File: src/rtl/pipe_pkg.sv
// Shared types and helpers for the pipeline hazard/forwarding controller.
//   slot_t    : one scoreboard entry {v, rn, ld} for an in-flight instruction
//   FWD_RF    : forwarding select value meaning "take the register file"
//   sel_width : width of a forwarding select for a given scoreboard depth
package pipe_pkg;

  typedef struct packed {
    logic       v;
    logic [4:0] rn;
    logic       ld;
  } slot_t;

  localparam int FWD_RF = 0;

  // Selects encode 0 (register file) plus one code per slot.
  function automatic int sel_width(input int depth);
    return $clog2(depth + 1);
  endfunction

endpackage

File: src/rtl/hazard_slot_match.sv
// Youngest-match priority encoder for one source operand.
// Ports:
//   slots   in  : scoreboard, slot 0 = EXE (youngest)
//   src     in  : source register number
//   use_src in  : operand is actually read
//   hit     out : some valid slot writes src
//   idx     out : index of the youngest such slot
//   ld      out : that slot holds a load
module hazard_slot_match
  import pipe_pkg::*;
#(
  parameter int DEPTH = 2,
  parameter int IW    = sel_width(DEPTH)
) (
  input  slot_t [DEPTH-1:0] slots,
  input  logic  [4:0]       src,
  input  logic              use_src,
  output logic              hit,
  output logic  [IW-1:0]    idx,
  output logic              ld
);

  // Scan oldest to youngest so the lowest matching index is left standing.
  always_comb begin
    hit = 1'b0;
    idx = '0;
    ld  = 1'b0;
    if (use_src && (src != 5'd0)) begin
      for (int k = DEPTH - 1; k >= 0; k--) begin
        if (slots[k].v && (slots[k].rn == src)) begin
          hit = 1'b1;
          idx = IW'(k);
          ld  = slots[k].ld;
        end
      end
    end
  end

endmodule

File: src/rtl/pipe_hazard_unit.sv
// Scoreboard-based hazard and forwarding controller for the in-order pipeline.
// Tracks the destination of every in-flight instruction from EXE to the last
// result-producing stage and derives the ID stall, per-operand forwarding
// selects and saturating performance counters.
// Ports:
//   Clock, Resetn         : rising-edge clock, async active-low reset
//   id_valid              : ID holds a real instruction
//   id_rs, id_rt          : source registers
//   id_use_rs, id_use_rt  : operand is actually read
//   id_wreg, id_m2reg     : ID instruction writes the RF / is a load
//   id_rn                 : ID destination register
//   cnt_clr               : synchronous clear of both counters
//   stall                 : freeze PC and IF/ID, bubble into EXE
//   fwd_a_sel, fwd_b_sel  : 0 = register file, k+1 = result of slot k
//   stall_cnt, issue_cnt  : saturating stall-cycle / issue counters
module pipe_hazard_unit
  import pipe_pkg::*;
#(
  parameter int  DEPTH    = 2,
  parameter int  LOAD_LAT = 1,
  parameter int  FWD_EN   = 1,
  parameter int  CNT_W    = 16,
  localparam int SW       = sel_width(DEPTH)
) (
  input  logic             Clock,
  input  logic             Resetn,
  input  logic             id_valid,
  input  logic [4:0]       id_rs,
  input  logic [4:0]       id_rt,
  input  logic             id_use_rs,
  input  logic             id_use_rt,
  input  logic             id_wreg,
  input  logic             id_m2reg,
  input  logic [4:0]       id_rn,
  input  logic             cnt_clr,
  output logic             stall,
  output logic [SW-1:0]    fwd_a_sel,
  output logic [SW-1:0]    fwd_b_sel,
  output logic [CNT_W-1:0] stall_cnt,
  output logic [CNT_W-1:0] issue_cnt
);

  slot_t [DEPTH-1:0] slots;
  slot_t             new_slot;
  logic              issue;

  logic              hit_a, hit_b;
  logic [SW-1:0]     idx_a, idx_b;
  logic              ld_a, ld_b;
  logic              haz_a, haz_b;
  logic [SW-1:0]     sel_a, sel_b;

  hazard_slot_match #(.DEPTH(DEPTH), .IW(SW)) u_match_rs (
    .slots   (slots),
    .src     (id_rs),
    .use_src (id_use_rs),
    .hit     (hit_a),
    .idx     (idx_a),
    .ld      (ld_a)
  );

  hazard_slot_match #(.DEPTH(DEPTH), .IW(SW)) u_match_rt (
    .slots   (slots),
    .src     (id_rt),
    .use_src (id_use_rt),
    .hit     (hit_b),
    .idx     (idx_b),
    .ld      (ld_b)
  );

  // Returns {hazard, select}. A load younger than LOAD_LAT has no data yet,
  // so it hazards and leaves the select at the register file.
  function automatic logic [SW:0] resolve(input logic hit,
                                          input logic [SW-1:0] idx,
                                          input logic ld);
    logic          haz;
    logic [SW-1:0] sel;
    haz = 1'b0;
    sel = SW'(FWD_RF);
    if (hit) begin
      if (FWD_EN == 0) begin
        haz = 1'b1;
      end else if (ld && (int'(idx) < LOAD_LAT)) begin
        haz = 1'b1;
      end else begin
        sel = idx + SW'(1);
      end
    end
    return {haz, sel};
  endfunction

  always_comb begin
    {haz_a, sel_a} = resolve(hit_a, idx_a, ld_a);
    {haz_b, sel_b} = resolve(hit_b, idx_b, ld_b);
  end

  assign stall     = id_valid & (haz_a | haz_b);
  assign fwd_a_sel = id_valid ? sel_a : SW'(FWD_RF);
  assign fwd_b_sel = id_valid ? sel_b : SW'(FWD_RF);

  // Writes to $0 never produce a value anyone can depend on, so they are not tracked.
  assign issue = id_valid & ~stall & id_wreg & (id_rn != 5'd0);

  always_comb begin
    new_slot    = '0;
    new_slot.v  = issue;
    new_slot.rn = issue ? id_rn : 5'd0;
    new_slot.ld = issue & id_m2reg;
  end

  always_ff @(posedge Clock or negedge Resetn) begin
    if (!Resetn) begin
      slots <= '0;
    end else begin
      slots[0] <= new_slot;
      for (int k = 1; k < DEPTH; k++) begin
        slots[k] <= slots[k-1];
      end
    end
  end

  always_ff @(posedge Clock or negedge Resetn) begin
    if (!Resetn) begin
      stall_cnt <= '0;
      issue_cnt <= '0;
    end else if (cnt_clr) begin
      stall_cnt <= '0;
      issue_cnt <= '0;
    end else begin
      if (stall && (stall_cnt != '1)) begin
        stall_cnt <= stall_cnt + CNT_W'(1);
      end
      if (id_valid && !stall && (issue_cnt != '1)) begin
        issue_cnt <= issue_cnt + CNT_W'(1);
      end
    end
  end

endmodule

File: config.mk
export PLATFORM = sky130hd
export DESIGN_NAME = pipe_hazard_unit
export DESIGN_NICKNAME = d
export VERILOG_FILES = /design/src/rtl/pipe_pkg.sv /design/src/rtl/hazard_slot_match.sv /design/src/rtl/pipe_hazard_unit.sv
export SDC_FILE = /design/constraint.sdc
export NUM_CORES = 1
export LEC_CHECK = 0
export CAP_MARGIN = 10
export CORE_MARGIN = 3
export CORE_UTILIZATION = 40
export DETAILED_ROUTE_END_ITERATION = 8
export DONT_BUFFER_PORTS = 1
export SLEW_MARGIN = 20
export SYNTH_ARGS = -nofsm -noshare
export SYNTH_HDL_FRONTEND = slang
export SYNTH_HIERARCHICAL = 1
export SYNTH_SLANG_ARGS = --single-unit
File: constraint.sdc
create_clock -name Clock -period 5.4 [get_ports Clock]
set_clock_uncertainty 0.1 [all_clocks]
set_input_delay 1.62 -clock Clock [delete_from_list [all_inputs] [get_ports Clock]]
set_output_delay 1.62 -clock Clock [all_outputs]
set_load 0.02 [all_outputs]
; ---- Word-level counts from Yosys, hierarchy flattened
; Cells that the tools add are included.
[classes]
n_addsub = 4
order_cmp = 2
n_eq_ne = 6
mux = 33
n_bitwise = 7
n_reduce_logical = 17
[ops]
columns = op, n
row1 = 16-bit two-way mux, 4
row2 = "16-bit by 1-bit adder with 16-bit output, second input constant", 2
row3 = "16-bit != test, second input constant", 2
row4 = 5-bit equality test, 4
row5 = 1-bit two-way mux, 20
row6 = 2-bit two-way mux, 8
row7 = 5-bit nonzero test, 3
row8 = 1-bit logical AND, 11
row9 = 1-bit bitwise AND, 5
row10 = 5-bit two-way mux, 1
row11 = "2-bit by 1-bit adder with 2-bit output, second input constant", 2
row12 = "2-bit by 1-bit < comparator with 1-bit output, second input constant", 2
row13 = 2-bit nonzero test, 2
row14 = 1-bit logical NOT, 1
row15 = 1-bit NOT, 1
row16 = 1-bit bitwise OR, 1
[word_totals]
register_bits = 46
in_bits = 23
out_inout_bits = 37
elab_cells = 77

; ---- Logic depth before layout (Yosys ltp)
[depth]
ltp_word = 16
mapped_depth = 12
ltp_nobuf = 11

; ---- Hierarchy
; The synthesis kept the hierarchy.
[modules_own_cells]
columns = module, instances, cells_per_inst, area_per_inst_um2, seq_area_each_um2
row1 = pipe_hazard_unit, 1, 241, 2433.6, 1151.1
row2 = hazard_slot_match, 2, 24, 182.7, 0.0

; ---- Worst setup path before layout
; OpenSTA, ideal clock, no wires.
[synth_path]
path_type = in2out
start = input port id_rs[1]
end = output port stall
arrival_ps = 3378
required_time_ps = 3680
setup_slack_ps = 302
stages = 10
path_buffers = 1
cell_sequence = or4_1 o21a_1 nand4_2 nor2_1 inv_1 ha_1 nand4_1 and2_2 clkbuf_8 inv_1
[synth_via]
elab_chain_len = 11
word_cells_on_any_way = 21
cone_classes = 1 x order compare / 2 x eq/ne / 11 x mux / 2 x bitwise / 5 x reduce/logical
[synth_rtl]
columns = item, line
row1 = from (decl), pipe_hazard_unit.sv:28  ; input logic [4:0] id_rs,
row2 = 5-bit equality test, hazard_slot_match.sv:30  ; if (slots[k].v && (slots[k].rn == src)) begin
row3 = 1-bit logical AND, hazard_slot_match.sv:30
row4 = 1-bit two-way mux (2 in a row), hazard_slot_match.sv:30
row5 = 2-bit two-way mux *, hazard_slot_match.sv:28  ; if (use_src && (src != 5'd0)) begin
row6 = net idx_a[0], pipe_hazard_unit.sv:48  ; logic [SW-1:0] idx_a, idx_b;
row7 = 2-bit by 1-bit < comparator with 1-bit output *, pipe_hazard_unit.sv:83  ; end else if (ld && (int'(idx) < LOAD_LAT)) begin
row8 = 1-bit logical AND *, pipe_hazard_unit.sv:83
row9 = 1-bit two-way mux *, pipe_hazard_unit.sv:83
row10 = 1-bit two-way mux *, pipe_hazard_unit.sv:80  ; if (hit) begin
row11 = 1-bit bitwise OR *, pipe_hazard_unit.sv:97  ; assign stall = id_valid & (haz_a | haz_b);
row12 = 1-bit bitwise AND *, pipe_hazard_unit.sv:97
row13 = to (decl), pipe_hazard_unit.sv:36  ; output logic stall,
; The timed path passes the listed nets; every way through them passes the cells marked *.

; ---- Worst setup path in the final report
[layout_path]
start = input port id_rt[1]
end = output port stall
[layout_via]
word_cells_on_any_way = 21
cone_classes = 1 x order compare / 2 x eq/ne / 11 x mux / 2 x bitwise / 5 x reduce/logical
[layout_lines]
columns = item, line
row1 = from (decl), pipe_hazard_unit.sv:29  ; input logic [4:0] id_rt,
row2 = 5-bit equality test, hazard_slot_match.sv:30
row3 = 1-bit logical AND, hazard_slot_match.sv:30
row4 = 1-bit two-way mux (2 in a row), hazard_slot_match.sv:30
row5 = 1-bit two-way mux *, hazard_slot_match.sv:28
row6 = net ld_b, pipe_hazard_unit.sv:49  ; logic ld_a, ld_b;
row7 = 1-bit logical AND *, pipe_hazard_unit.sv:83
row8 = 1-bit two-way mux *, pipe_hazard_unit.sv:83
row9 = 1-bit two-way mux *, pipe_hazard_unit.sv:80
row10 = 1-bit bitwise OR *, pipe_hazard_unit.sv:97
row11 = 1-bit bitwise AND *, pipe_hazard_unit.sv:97
; Marked as above.

==> metrics.md <==
| Metric | Value |
|---|---|
| Outcome | finished clean |
| Crit path capture type | primary output |
| Hold_sp | slots[6]$_DFF_PN0_ |
| Critical Path Start Type | input pin |
| Sw Pwr | 143 uW |
| Leak pwr | 0.00124 uW |
| Initial DRC Count | 69 |
| Initial Util | 42.6% |
| Post-Route Utilization | 45.6% |
| Largest net degree at the start of global routing | 47 |
| Htree depth | 2 |
| Initial antenna violation count | 0 |
| Area Growth Syn to Fin | 6.97% |
| Filler instances | 631 |
| NumNets Final | 315 |
| Std-Cell Rows | 29 |
| Max IR drop VDD | 99.5 uV |
| IO buf count | 0 |
| Worst Tran Pin Value | roughly 0.84 ns |
| Crit path DAT | 3.48 ns |
| First-pass GRT wire length | 10400 um |
| Clk network pwr share | 40.4% |
| Min cycle time layout | 5.20 ns |
| Routed vias | 2264 |
| Clock-pin slew on the worst setup and hold paths | roughly 0.09 ns |
| Post-CTS setup buffer count | 0 |
| R2r setup slk | 2.10 ns |
| Inserted Clock Buffers | 5 |
| Final Slew Violations | 0 |
| Wirelength per Cell | 16.9 um |
| Setup TNS | 0 ns |
| Syn Nets | 316 |
| Synth Cell Area | 2800 um2 |
| CP endpoint | stall |
| Layout Cells excl Fill | between 300 and 400 |
| Max frequency | 0.192 GHz |
| Seq pwr share | 55.4% |
| CTS tree | built |
| Comb pwr share | 4.2% |
| Worst r2r src | slots[10]$_DFF_PN0_ |
| Die area | 8040 um2 |
| Global-route usage over all layers | 16.4% |
| Post-route clock period utilization | 96.4% |
| Cells on worst reg2reg path | 10 |
| Gate count of the mapped netlist | about 290 |
| Worst Slack Setup Final | approximately 0.20 ns |
| Die H | 89.7 um |
| Ratio of cells with drive above 1 in the final layout | 11.8% |
| Setup CP Type | in2out |
| Reg2reg end | issue_cnt[9]$_DFFE_PN0P_ |
| Hold Vio Cnt, Final | 0 |
| Top FF cell, synth | dfrtp_1 |
| Root Driver | clkbuf_8 |
| DIE WIDTH | 89.7 um |
| YS warnings | 6 |
| Seq/Total Area, Yosys | 41.1% |
| DR pass1 iterations | 4 |
| Worst rel slew slack | 43.3% |
| Yosys cell types | 48 |
| Total gr overflow | 0 |
| Crit. Startpoint | id_rt[1] |
| RSZ-0062 raised after global routing | false |
| CTS Hold Bufs | 0 |
| Most frequent cells in the layout | dfrtp_1, a21oi_1, nand3_1, xor2_1, o31ai_1 |
| Max Cap Viol | 0 |
| Inst Count DP | 374 |
| Clock Sinks | 46 |
| Yosys reg bits | 46 |
| Post-CTS sizing | 0 |
| DRT Wirelength | 6440 um |
| Post-synth ARST share | 100% |
| CP max FO | 12 |
| Clk buf depth | 2 |
| Routed Antenna Nets | 0 |
| Tightest Hold Check Type | reg2reg |
| Post-synth EDFFs | 0 |
| P_int | 501 uW |
| Worst EP required | 3.68 ns |
| Clk Latency, worst-skew pair | 0.30 ns |
| ANT cells | 0 |
| DP HPWL | 4570 um |
| DRC | 0 |
| Routability cong. | about 0.79 |
| DP Worst Slack | 0.186 ns |
| Most common cell after layout, fill and taps aside | dfrtp_1 |
| Switching share of power | 22.2% |
| Avg Inst Size Synth | 9.68 um2 |
| Power per standard cell area | 215 nW/um2 |
| Core Box Area | 6570 um2 |
| Number of global-route vias before repair | roughly 2100 |
| Vias per inst | 5.93 |
| IO Pins | 60 |
| Setup Viol. Count Final | 0 |
[synthesized netlist by cell type, types with 3 or more instances]
cell type  count  area [um2]
a211oi_1       3        22.5
a21oi_1       24         120
and2_1         6        37.5
and3_1         8        50.1
and3_2         3        22.5
and4_1         4        35.0
buf_4          3        22.5
clkbuf_1       7        26.3
dfrtp_1       46        1150
ha_1           4        50.1
inv_1          9        33.8
mux2_2         7        78.8
nand2_1       12        45.0
nand3_1       16        80.1
nand4_1       11        68.8
nand4_2        3        37.5
nor2_1        11        41.3
nor2b_1        7        43.8
nor3_1         5        25.0
nor4_1        12        75.1
nor4_4         3        63.8
o21ai_0        5        25.0
o31ai_1       15         113
or3_1          3        18.8
or4_1         13        97.6
xnor2_1        4        35.0
xor2_1        16         140
[sequential cells by signal (all words and copies together) (netlist names)]
signal and flops:
slots 14, issue_cnt 16, stall_cnt 16
[per-layer routing]
metal	track usage (%)	routed length [um]	up-vias
met4	4.06	31	0
li1	-	-	1091
met3	3.92	289	2
met2	26.3	3160	52
met5	0	0	-
met1	22.4	2950	1119
[through the flow]
step | hold slack (ns) | total power, uW | area [um2]
after global placement | 0.294 | 390 | 2880
after CTS | 0.323 | 657 | 2990
after floorplan | 0.259 | 389 | 2800
after global routing | 0.340 | 675 | 2990
after detailed placement | 0.302 | 391 | 2880
final | 0.323 | 644 | 2990
[power groups by stage]
stage,clock (uW),combinational [uW],sequential [uW]
floorplan,0,27.3,362
global placement,0,26.5,364
detailed placement,0,27.5,364
CTS,272,27.6,357
global route,286,31.3,358
finish,260,27.2,357
[kinds of logic after synthesis]
family / count (synthesis) / synth area share (%)
other: 2 / 0.268
multiplexers: 7 / 2.82
XOR/XNOR: 20 / 6.26
flip-flops: 46 / 41.1
adder cells (fa/ha/maj): 4 / 1.79
buffers and inverters: 22 / 3.80
AO/OA/AOI/OAI: 59 / 13.9
AND/OR/NAND/NOR: 129 / 30.1
[how the worst min path moves through the flow]
| stage | endpoint | cells after the start |
|---|---|---|
| 6_report | slots[13]$_DFF_PN0_ | 0 |
| 5_1_grt | slots[7]$_DFF_PN0_ | 0 |
| 4_1_cts | slots[13]$_DFF_PN0_ | 0 |
| 3_5_place_dp | slots[13]$_DFF_PN0_ | 0 |
| 3_3_place_gp | slots[13]$_DFF_PN0_ | 0 |
| 2_1_floorplan | slots[13]$_DFF_PN0_ | 0 |
[final cells by class]
class                           count  area (um2)  area share, %
Clock buffer                        5        68.8           2.30
Timing Repair Buffer                5        37.5           1.25
Sequential cell                    46        1150           38.4
Inverter                            9        33.8           1.13
Multi-Input combinational cell    221        1540           51.5
Tap cell                           93         116           3.89
Clock inverter                      3        45.0           1.50
[worst max-delay path, cell delays in order]
cell	delay (ns)
xor2_1	0.14
nor4_1	0.35
nand4_2	0.16
o31ai_1	0.43
nand4_2	0.24
and2_2	0.33
inv_1	0.20
Note: power is estimated with default switching activity, not from simulation.
